### src/rtl/ascon_msg_feeder.sv
// Ascon hash message front-end: packs a length-prefixed byte stream into padded 64-bit rate blocks.
// Define ASCON_FEEDER_LE_EN for little-endian slot packing with pad byte 0x01.
module ascon_msg_feeder #(
    parameter int BW = 64
) (
    input  logic          clk,
    input  logic          rstn,
    input  logic          cmd_valid,
    input  logic [7:0]    cmd_len,
    output logic          cmd_ready,
    input  logic [7:0]    byte_in,
    input  logic          byte_valid,
    output logic          byte_ready,
    output logic          start,
    output logic [7:0]    msg_length,
    output logic [BW-1:0] block_out,
    output logic          block_valid,
    input  logic          block_ready,
    output logic          busy
);

    if (BW != 64) begin : g_bw_check
        $error("ascon_msg_feeder: only BW = 64 is supported");
    end

`ifdef ASCON_FEEDER_LE_EN
    localparam logic [7:0] PAD = 8'h01;
`else
    localparam logic [7:0] PAD = 8'h80;
`endif

    typedef enum logic [1:0] {
        S_IDLE,
        S_START,
        S_FILL,
        S_EMIT
    } state_t;

    state_t        state_q, state_d;
    logic [3:0]    idx_q, idx_d;
    logic [7:0]    rem_q, rem_d;
    logic [7:0]    len_q, len_d;
    logic [BW-1:0] blk_q, blk_d;
    logic          last_q, last_d;
    logic [5:0]    slot_lsb;

    // Bit offset of the slot addressed by idx; idx never exceeds 7 while filling.
    always_comb begin
`ifdef ASCON_FEEDER_LE_EN
        slot_lsb = {idx_q[2:0], 3'b000};
`else
        slot_lsb = {~idx_q[2:0], 3'b000};
`endif
    end

    always_ff @(posedge clk) begin
        if (!rstn) begin
            state_q <= S_IDLE;
            idx_q   <= '0;
            rem_q   <= '0;
            len_q   <= '0;
            blk_q   <= '0;
            last_q  <= 1'b0;
        end else begin
            state_q <= state_d;
            idx_q   <= idx_d;
            rem_q   <= rem_d;
            len_q   <= len_d;
            blk_q   <= blk_d;
            last_q  <= last_d;
        end
    end

    always_comb begin
        state_d = state_q;
        idx_d   = idx_q;
        rem_d   = rem_q;
        len_d   = len_q;
        blk_d   = blk_q;
        last_d  = last_q;
        case (state_q)
            S_IDLE: begin
                if (cmd_valid) begin
                    state_d = S_START;
                    len_d   = cmd_len;
                    rem_d   = cmd_len;
                    idx_d   = '0;
                    blk_d   = '0;
                    last_d  = 1'b0;
                end
            end
            S_START: state_d = S_FILL;
            S_FILL: begin
                if (rem_q != 8'd0) begin
                    if (byte_valid) begin
                        blk_d[slot_lsb +: 8] = byte_in;
                        idx_d = idx_q + 4'd1;
                        rem_d = rem_q - 8'd1;
                        if (idx_q == 4'd7) begin
                            state_d = S_EMIT;
                            last_d  = 1'b0;
                        end
                    end
                end else begin
                    // Slots above idx are still zero from the last clear.
                    blk_d[slot_lsb +: 8] = PAD;
                    state_d = S_EMIT;
                    last_d  = 1'b1;
                end
            end
            S_EMIT: begin
                if (block_ready) begin
                    if (last_q) begin
                        state_d = S_IDLE;
                    end else begin
                        blk_d   = '0;
                        idx_d   = '0;
                        state_d = S_FILL;
                    end
                end
            end
            default: state_d = S_IDLE;
        endcase
    end

    assign cmd_ready   = (state_q == S_IDLE);
    assign busy        = (state_q != S_IDLE);
    assign start       = (state_q == S_START);
    assign byte_ready  = (state_q == S_FILL) && (rem_q != 8'd0);
    assign block_valid = (state_q == S_EMIT);
    assign block_out   = blk_q;
    assign msg_length  = len_q;

endmodule

### config.mk
export PLATFORM = sky130hd
export DESIGN_NAME = ascon_msg_feeder
export DESIGN_NICKNAME = d
export VERILOG_FILES = /design/src/rtl/ascon_msg_feeder.sv
export SDC_FILE = /design/constraint.sdc
export NUM_CORES = 1
export LEC_CHECK = 0
export CORE_MARGIN = 2
export CORE_UTILIZATION = 48
export DETAILED_ROUTE_END_ITERATION = 10
export MAX_ROUTING_LAYER = met4
export PLACE_DENSITY = 0.79
export SETUP_SLACK_MARGIN = 0.15
export SLEW_MARGIN = 20
export SYNTH_ARGS = -nofsm -noshare
export SYNTH_HDL_FRONTEND = slang
export SYNTH_SLANG_ARGS = --single-unit
### constraint.sdc
create_clock -name clk -period 2.4 [get_ports clk]
set_input_delay 0.24 -clock clk [delete_from_list [all_inputs] [get_ports clk]]
set_output_delay 0.24 -clock clk [all_outputs]
set_load 0.02 [all_outputs]
==> impl_metrics.yaml, run 1 <==
placement:
  gp_congestion: 0.925
  port_buffers: 97
  hpwl_um: 7710
  dpl_cell_area_um2: 4760
clock_network:
  htreeDepth: 3
  clockBufferDepth: 2
  cts_tree: "built"
  ctsRootBufferMaster: "clkbuf_8"
  cts.sinks: 87
  cts_buffers: 9
  holdBufCountCts: 0
  cts.clk_slew.worst_paths_ns: 0.10
  clock_latency_ns: 0.36
synthesis:
  synth-seq-cells: 87
  syn-instance-count: 427
  syn-num-nets: 452
  seq_area_frac_synth: 0.480
  netlist_top_cells_area: "dfxtp_1 (48%), nand2_1 (9.5%), a21oi_1 (5.1%)"
  synth_top_cell_by_area: "dfxtp_1"
  ys_types: 50
  netlist.area_leader.share: 0.480
  synthesis.area_um2: 3630
  avgSynthCellArea_um2: 8.51
  synth_warnings: 0
power:
  power.share.switching: 0.323
  seqPwrFrac: 0.480
  leakagePower_uw: 0.00181
  p_switching_uw: 1020
  comb_power_share: 0.219
  internal_power_uw: 2140
  power_uw: 3170
  peakVddDrop_uv: 472
  clkPwrFrac: 0.301
  p_per_area_nw_per_um2: 635
hold_path:
  holdCritPathClass: "reg2reg"
  hold_path_startpoint: "msg_length[3]$_SDFFE_PN0P_"
timing:
  rsz0062_at_grt: "yes"
  fin_crit_sh: 0.918
  finalSetupTns_ns: 0
  skew_ns: 0.0103
  hold_viol: 0
  max_slew.worst_pin.slew_ns: 0.593
  setup_violations: 0
  max_freq_ghz: 0.454
  drv_slew: 0
  post-route-min-period_ns: 2.20
  slew-limit-headroom: 0.605
critical_path:
  crit_arrival_ns: 2.46
  r2r-start: "idx_q[1]$_SDFFE_PN0P_"
  cp_max_fo: 7
  crit_path_start_kind: "register"
  critPathKind: "reg2reg"
  end_kind: "register"
  required_ns: 2.66
  startpoint: "idx_q[1]$_SDFFE_PN0P_"
layout:
  mostFrequentLayoutCell: "clkdlybuf4s50_1"
  post-route-util: 0.684
  antenna_cells: 0
  drive_above_1_share: 0.0953
  final_cell_mix: "clkdlybuf4s50_1 (96), nand2_1 (91), dfxtp_1 (87)"
  fin_nets: 555
  syn2layout_area_growth_pct: 37.4
  final_area_um2: 4990
detailed_routing:
  antenna_left: 0
  wl_per_cell_um: 17.1
  drc: 0
  drt-vias-per-instance: 5.86
  dr.pass1.iters: 5
  route.met2.wl_um: 4940
  wl_met1_um: 5000
  highest_layer: "met4"
  first_iter_violations: 294
  routed_wl_um: 10800
  num_vias: 3718
  wl_met3_um: 627
floorplanning:
  fp.dieW_um: 91.0
  ios: 98
  core_area_um2: 7290
  die_y_um: 91.0
  rows: 31
  die_area_um2: 8280
  start_util: 0.498
grt:
  grt_pass1_vias: 3566
  antenna_found_initial: 0
  grt_pass1_wl_um: 17800
  grt.total_usage: 0.271
  overflow: 0
  grt_max_degree: 30
status:
  status: "complete, no violations"
job:
  maxCapViolations: 0
registers in the layout, summed over array words and instances, names as in the netlist:
name,flops
block_out,64
idx_q,4
last_q,1
msg_length,8
rem_q,8
state_q,2
cell type report:
| cell class | count | area, um2 |
|---|---|---|
| clock buffers | 10 | 128 |
| clock inverters | 6 | 53.8 |
| fillers | 626 | 2300 |
| inverters | 9 | 33.8 |
| multi-input cells | 308 | 1800 |
| flip-flops and latches | 87 | 1740 |
| well taps | 99 | 124 |
| repair buffers | 115 | 1100 |
power groups by stage:
stage	logic, uW	clock network [uW]	registers [uW]
4_1_cts	654	955	1520
6_report	693	953	1520
3_3_place_gp	642	0	1550
5_1_grt	749	1020	1530
3_5_place_dp	649	0	1550
2_1_floorplan	398	0	1560
worst max-delay path, cell delays in order, from the launching register on:
cell and delay [ns]:
dfxtp_1 0.34, ha_1 0.22, ha_1 0.40, nor2b_4 0.25
nand4_1 0.20, o21ai_0 0.21, a21oi_1 0.21, a32o_1 0.27
per-layer routing:
metal / global-route usage / vias to the layer above
li1: - / 1766
met1: 0.377 / 1770
met2: 0.397 / 161
met3: 0.0407 / 21
met4: 0.109 / 0
met5: - / -
cell usage after synthesis, drive strengths merged:
cell	instances
a211o	1
a211oi	1
a21o	1
a21oi	38
a22o	18
a311oi	2
a32o	8
and2	6
and3	8
and4b	1
buf	6
clkbuf	17
dfxtp	87
ha	4
inv	9
mux2i	3
nand2	93
nand2b	3
nand3	10
nand4	8
nand4b	1
nor2	16
nor2b	4
nor3	8
nor4	1
nor4b	2
o211ai	1
o21a	3
o21ai	24
o21bai	1
o221ai	1
o22ai	27
o311ai	2
o31a	2
o31ai	2
o32ai	1
o41ai	2
or2	2
or3	2
or4b	1
stage by stage:
| step | setup slack (ns) | hold WS, ns | instances |
|---|---|---|---|
| after CTS | 0.151 | 0.465 | 633 |
| after global placement | 0.105 | 0.443 | 617 |
| after global routing | 0.0924 | 0.487 | 634 |
| after floorplan | 0.357 | 0.366 | 427 |
| final | 0.197 | 0.464 | 634 |
| after detailed placement | 0.120 | 0.454 | 617 |
path summary, 6_finish.rpt:
check	depth (start not counted)	slack (ns)	endpoint
max	7	0.20	block_out[22]$_SDFFE_PN0P_
min	2	0.46	msg_length[3]$_SDFFE_PN0P_
max reg2reg	7	0.20	block_out[22]$_SDFFE_PN0P_
min reg2reg	2	0.46	msg_length[3]$_SDFFE_PN0P_
cell families after synthesis:
kind of cell | Yosys count | share of synthesized area
DFF | 87 | 0.480
adders and majority gates | 4 | 0.0138
muxes | 3 | 0.00827
and+or+nand+nor | 166 | 0.214
buffers and inverters | 32 | 0.0355
AOI/OAI and AO/OA | 135 | 0.249
repair_timing:
action / CTS / global route
endpoints found under the hold margin: 0 / 0
gates resized for setup: 3 / 9
endpoints found under the setup margin: 11 / 54
setup buffers: 0 / 1
No activity file was read; power rests on OpenSTA's default activity.
==> inputs of run 2 (changes only) <==
- CAP_MARGIN: not set -> 15
==> results of run 2 <==
No change in the layout: final DEF, timing and power equal those of run 1.
==> inputs of run 3 (changes only) <==
- HOLD_SLACK_MARGIN: not set -> 0.08
==> results of run 3 <==
No change in the layout: final DEF, timing and power equal those of run 1.
==> variant 1: new RTL, config.mk and constraints of run 1 <==
Build with the macro `ASCON_FEEDER_LE_EN` defined.
--- a/src/rtl/ascon_msg_feeder.sv
+++ b/src/rtl/ascon_msg_feeder.sv
@@ -1,4 +1,6 @@
 // Ascon hash message front-end: packs a length-prefixed byte stream into padded 64-bit rate blocks.
 // Define ASCON_FEEDER_LE_EN for little-endian slot packing with pad byte 0x01.
+`define ASCON_FEEDER_LE_EN
+
 module ascon_msg_feeder #(
     parameter int BW = 64
Check against the original RTL: not equivalent (Yosys sat finds a counterexample within 4 cycles, from zero or initial values and one cycle with rstn low).
==> variant 1 against run 1 <==
Wire length fell by 11%. Total power rose by 6.3%. Sequential cell count did not move. Worst setup slack improved by 0.079 ns. Design area fell by 1.0%. Synthesized area fell by 2.2%. Critical endpoint is now block_out[59].
==> variant 1: results (changes against run 1) <==
{
  "route.detailed.vias_per_inst": {"value": 5.58, "change": "was 5.86"},
  "status": {"value": "complete, no violations", "change": "unchanged"},
  "wl_met3": {"value": 468, "unit": "µm", "change": "was 627 µm"},
  "critPathMaxFanout": {"value": 8, "change": "was 7"},
  "max_stage_delay": {"value": 0.38, "unit": "ns", "change": "was 0.40 ns"},
  "synth_compound_gate_area_share": {"value": 0.265, "change": "was 0.249"},
  "irDropWorstVdd": {"value": 0.000351, "unit": "V", "change": "was 0.000472 V"},
  "dr_wl_met2": {"value": 4590, "unit": "µm", "change": "was 4940 µm"},
  "intPower": {"value": 0.00236, "unit": "W", "change": "was 0.00214 W"},
  "worst_slew_pin_slew": {"value": 0.756, "unit": "ns", "change": "was 0.593 ns"},
  "fraction_of_synthesized_area_in_multiplexers": {"value": 0, "change": "was 0.00827"},
  "yosys-top-cells-area": {"value": "sky130_fd_sc_hd__dfxtp_1 (49%), sky130_fd_sc_hd__nand2_1 (8.0%), sky130_fd_sc_hd__o2bb2ai_1 (6.4%), sky130_fd_sc_hd__o21ai_0 (5.4%), sky130_fd_sc_hd__a21oi_1 (3.0%)", "change": "was sky130_fd_sc_hd__dfxtp_1 (48%), sky130_fd_sc_hd__nand2_1 (9.5%), sky130_fd_sc_hd__a21oi_1 (5.1%), sky130_fd_sc_hd__o22ai_1 (4.7%), sky130_fd_sc_hd__a22o_1 (4.3%)"},
  "synth_top_cells_by_count": {"value": "sky130_fd_sc_hd__dfxtp_1 (87), sky130_fd_sc_hd__nand2_1 (76), sky130_fd_sc_hd__o21ai_0 (38)", "change": "was sky130_fd_sc_hd__nand2_1 (92), sky130_fd_sc_hd__dfxtp_1 (87), sky130_fd_sc_hd__a21oi_1 (37)"},
  "synth_adder_area_share": {"value": 0.0176, "change": "was 0.0138"},
  "skew": {"value": 0.00861, "unit": "ns", "change": "was 0.0103 ns"},
  "global_route.usage.total": {"value": 0.238, "change": "was 0.271"},
  "gp_congestion": {"value": 0.896, "change": "was 0.925"},
  "layout-drive-gt1-share": {"value": 0.114, "change": "was 0.0953"},
  "first_global_vias": {"value": 3254, "change": "was 3566"},
  "synth_sequential_area_ratio": {"value": 0.490, "change": "was 0.480"},
  "highest-signal-layer": {"value": "met4", "change": "unchanged"},
  "final_nets": {"value": 524, "change": "was 555"},
  "routed_wl": {"value": 9590, "unit": "µm", "change": "was 10800 µm"},
  "detail_route.wirelength.met1": {"value": 4390, "unit": "µm", "change": "was 5000 µm"},
  "clkTransAtPathRegs": {"value": 0.08, "unit": "ns", "change": "was 0.10 ns"},
  "worstHoldPathType": {"value": "flip-flop to flip-flop", "change": "unchanged"},
  "synth.net_count": {"value": 417, "change": "was 452"},
  "numPortBuffers": {"value": 97, "change": "unchanged"},
  "synth.lib_cells_used.distinct": {"value": 54, "change": "was 50"},
  "grt_first_pass_wirelength": {"value": 15500, "unit": "µm", "change": "was 17800 µm"},
  "leakagePower": {"value": 1.67, "unit": "nW", "change": "was 1.81 nW"},
  "slowest_stage": {"value": "sky130_fd_sc_hd__dfxtp_1", "change": "was sky130_fd_sc_hd__ha_1"}
}
-- variant 1: cell types whose count changed after synthesis, moves of 4 or more --
| cell | change |
|---|---|
| sky130_fd_sc_hd__nor4_1 | +4 |
| sky130_fd_sc_hd__o21ai_0 | +16 |
| sky130_fd_sc_hd__o2bb2ai_1 | +26 |
| sky130_fd_sc_hd__a32o_1 | -5 |
| sky130_fd_sc_hd__a21oi_1 | -16 |
| sky130_fd_sc_hd__a22o_1 | -13 |
| sky130_fd_sc_hd__or3_1 | +5 |
| sky130_fd_sc_hd__and3_1 | -8 |
| sky130_fd_sc_hd__o22ai_1 | -24 |
| sky130_fd_sc_hd__nand2_1 | -16 |
| sky130_fd_sc_hd__nand2b_1 | +4 |
| sky130_fd_sc_hd__a21oi_2 | +4 |
| sky130_fd_sc_hd__clkbuf_1 | -8 |
-- variant 1: routing by layer --
metal | up-vias | GRT usage
met5 | - | -
met4 | 0 | 0.0808
met3 | 17 | 0.0360
met2 | 112 | 0.393
met1 | 1578 | 0.299
li1 | 1645 | -
-- variant 1: cell type report --
| cell class | instances | area, µm² |
|---|---|---|
| Tap cell | 99 | 124 |
| Multi-Input combinational cell | 280 | 1760 |
| Clock inverter | 5 | 82.6 |
| Sequential cell | 87 | 1740 |
| Clock buffer | 10 | 128 |
| Timing Repair Buffer | 111 | 1070 |
| Inverter | 9 | 33.8 |
| Fill cell | 607 | 2270 |
-- variant 1: worst min-delay path, stage by stage, from the launching register on --
cell and delay, ns:
sky130_fd_sc_hd__dfxtp_1 0.33, sky130_fd_sc_hd__nand2_1 0.04, sky130_fd_sc_hd__o21ai_0 0.05
-- variant 1: through the flow --
step           instance area (µm²)  total power [W]  instances
2_1_floorplan                 3560          0.00202        391
3_3_place_gp                  4690          0.00227        585
3_5_place_dp                  4690          0.00228        585
4_1_cts                       4900          0.00336        600
5_1_grt                       4940          0.00350        601
6_report                      4940          0.00337        601
-- variant 1: path summary, 6_finish.rpt --
check                              startpoint       endpoint  slack [ns]  cells past startpoint
worst max-delay path                 idx_q[1]  block_out[59]        0.28                      7
worst min-delay path            block_out[51]  block_out[51]        0.45                      2
worst max register to register       idx_q[1]  block_out[59]        0.28                      7
worst min register to register  block_out[51]  block_out[51]        0.45                      2
-- variant 1: logic make-up after synthesis --
kind of cell    after synthesis
compound gates              129
fa+ha+maj                     5
buf+inv                      24
flops                        87
simple gates                146
-- variant 1: power groups by stage --
| stage | combinational, W | sequential [W] | clock [W] |
|---|---|---|---|
| global route | 0.000811 | 0.00154 | 0.00115 |
| detailed placement | 0.000715 | 0.00157 | 0 |
| floorplan | 0.000444 | 0.00158 | 0 |
| CTS | 0.000725 | 0.00153 | 0.00110 |
| global placement | 0.000706 | 0.00157 | 0 |
| finish | 0.000745 | 0.00154 | 0.00109 |
==> variant 2: new RTL, settings of run 1 <==
Made on the original files. Make the reset (`rstn`) asynchronous in one clocked block.
--- a/src/rtl/ascon_msg_feeder.sv
+++ b/src/rtl/ascon_msg_feeder.sv
@@ -54,5 +54,5 @@
     end
 
-    always_ff @(posedge clk) begin
+    always_ff @(posedge clk or negedge rstn) begin
         if (!rstn) begin
             state_q <= S_IDLE;
Behaviour: differs if rstn is asserted again (counterexample within 4 cycles, from zero or initial values and one cycle with rstn low); with rstn held inactive, the same outputs for 4 cycles.
==> variant 2 against run 1 <==
Synthesized cell count fell by 18%. Non-clock buffer count grew 11. Sequential cell count stayed put. Synthesized area is 8.0% higher. Wire length fell by 0.29%. Design area increased by 9.2%. Worst setup slack gained 0.010 ns.
Power is not compared: it rests on default switching activity, and its combinational part moved more than twofold at a synthesized area within 25%.
==> variant 2: results (changes against run 1) <==
{
  "status": {"value": "complete, no violations", "change": "unchanged"},
  "grt_util_met3": {"value": 0.0375, "change": "was 0.0407"},
  "clkCellAreaFrac": {"value": 0.0333, "change": "was 0.0364"},
  "detailed_placement_wirelength_estimate": {"value": 7950, "unit": "µm", "change": "was 7710 µm"},
  "first_global_vias": {"value": 3322, "change": "was 3566"},
  "synth_adder_area_share": {"value": 0.0128, "change": "was 0.0138"},
  "synthArstFlopShare": {"value": 1.00, "change": "was 0"},
  "post_layout_nonfiller_instances": {"value": 572, "change": "was 634"},
  "synth.net_count": {"value": 374, "change": "was 452"},
  "seq_area": {"value": 2180, "unit": "µm²", "change": "was 1740 µm²"},
  "max_stage_delay": {"value": 0.52, "unit": "ns", "change": "was 0.40 ns"},
  "dpl.cell_count": {"value": 551, "change": "was 617"},
  "layout-drive-gt1-share": {"value": 0.166, "change": "was 0.0953"},
  "syn-instance-count": {"value": 349, "change": "was 427"},
  "skew": {"value": 0.0116, "unit": "ns", "change": "was 0.0103 ns"},
  "synth_compound_gate_area_share": {"value": 0.234, "change": "was 0.249"},
  "yosys-top-cells-area": {"value": "sky130_fd_sc_hd__dfrtp_1 (56%), sky130_fd_sc_hd__a22o_1 (4.0%), sky130_fd_sc_hd__o2bb2ai_1 (4.0%), sky130_fd_sc_hd__nand2_1 (3.9%), sky130_fd_sc_hd__a32o_1 (3.8%)", "change": "was sky130_fd_sc_hd__dfxtp_1 (48%), sky130_fd_sc_hd__nand2_1 (9.5%), sky130_fd_sc_hd__a21oi_1 (5.1%), sky130_fd_sc_hd__o22ai_1 (4.7%), sky130_fd_sc_hd__a22o_1 (4.3%)"},
  "worstPathArrival": {"value": 2.44, "unit": "ns", "change": "was 2.46 ns"},
  "place_area": {"value": 5130, "unit": "µm²", "change": "was 4760 µm²"},
  "dp_slack": {"value": 0.00302, "unit": "ns", "change": "was 0.120 ns"},
  "maximum_number_of_pins_on_one_net_before_global_route_repair": {"value": 52, "change": "was 30"},
  "cts.hold.buffers_added": {"value": 1, "change": "was 0"},
  "layout.clock_buffers": {"value": 9, "change": "was 10"},
  "grt_first_pass_wirelength": {"value": 17300, "unit": "µm", "change": "was 17800 µm"},
  "area_growth_syn_to_layout": {"value": 38.9, "unit": "%", "change": "was 37.4%"},
  "nonClkBufAreaFrac": {"value": 0.222, "change": "was 0.221"},
  "fraction_of_synthesized_area_in_multiplexers": {"value": 0.0252, "change": "was 0.00827"},
  "routed_wire_length_per_instance": {"value": 18.9, "unit": "µm", "change": "was 17.1 µm"},
  "worstHoldPathType": {"value": "input port to async pin", "change": "was flip-flop to flip-flop"},
  "final_nets": {"value": 490, "change": "was 555"},
  "multi_input_area_share": {"value": 0.317, "change": "was 0.362"}
}
==> variant 2: stage by stage <==
| stage | power (W) | hold WS [ns] |
|---|---|---|
| 2_1_floorplan | 0.00381 | -0.0556 |
| 3_3_place_gp | 0.00496 | 0.292 |
| 3_5_place_dp | 0.00503 | 0.303 |
| 4_1_cts | 0.00599 | 0.458 |
| 5_1_grt | 0.00649 | 0.483 |
| 6_report | 0.00613 | 0.442 |
==> variant 2: path summary, 6_finish.rpt <==
check / start / end / slack, ns / cells after the start
setup / recovery: rem_q[0] / block_out[56] / 0.21 / 8
hold / removal: rstn / block_out[15] / 0.44 / 2
setup reg to reg: rem_q[0] / block_out[56] / 0.21 / 8
hold reg to reg: block_out[9] / block_out[9] / 0.50 / 1
max in group asynchronous: rstn / block_out[37] / 1.33 / 3
min in group clk: cmd_len[7] / rem_q[7] / 0.47 / 3
==> variant 2: layer usage <==
metal / vias up / routed length, µm
met1: 1694 / 4860
li1: 1569 / -
met2: 140 / 5240
met5: - / 0
met4: 0 / 133
met3: 12 / 566
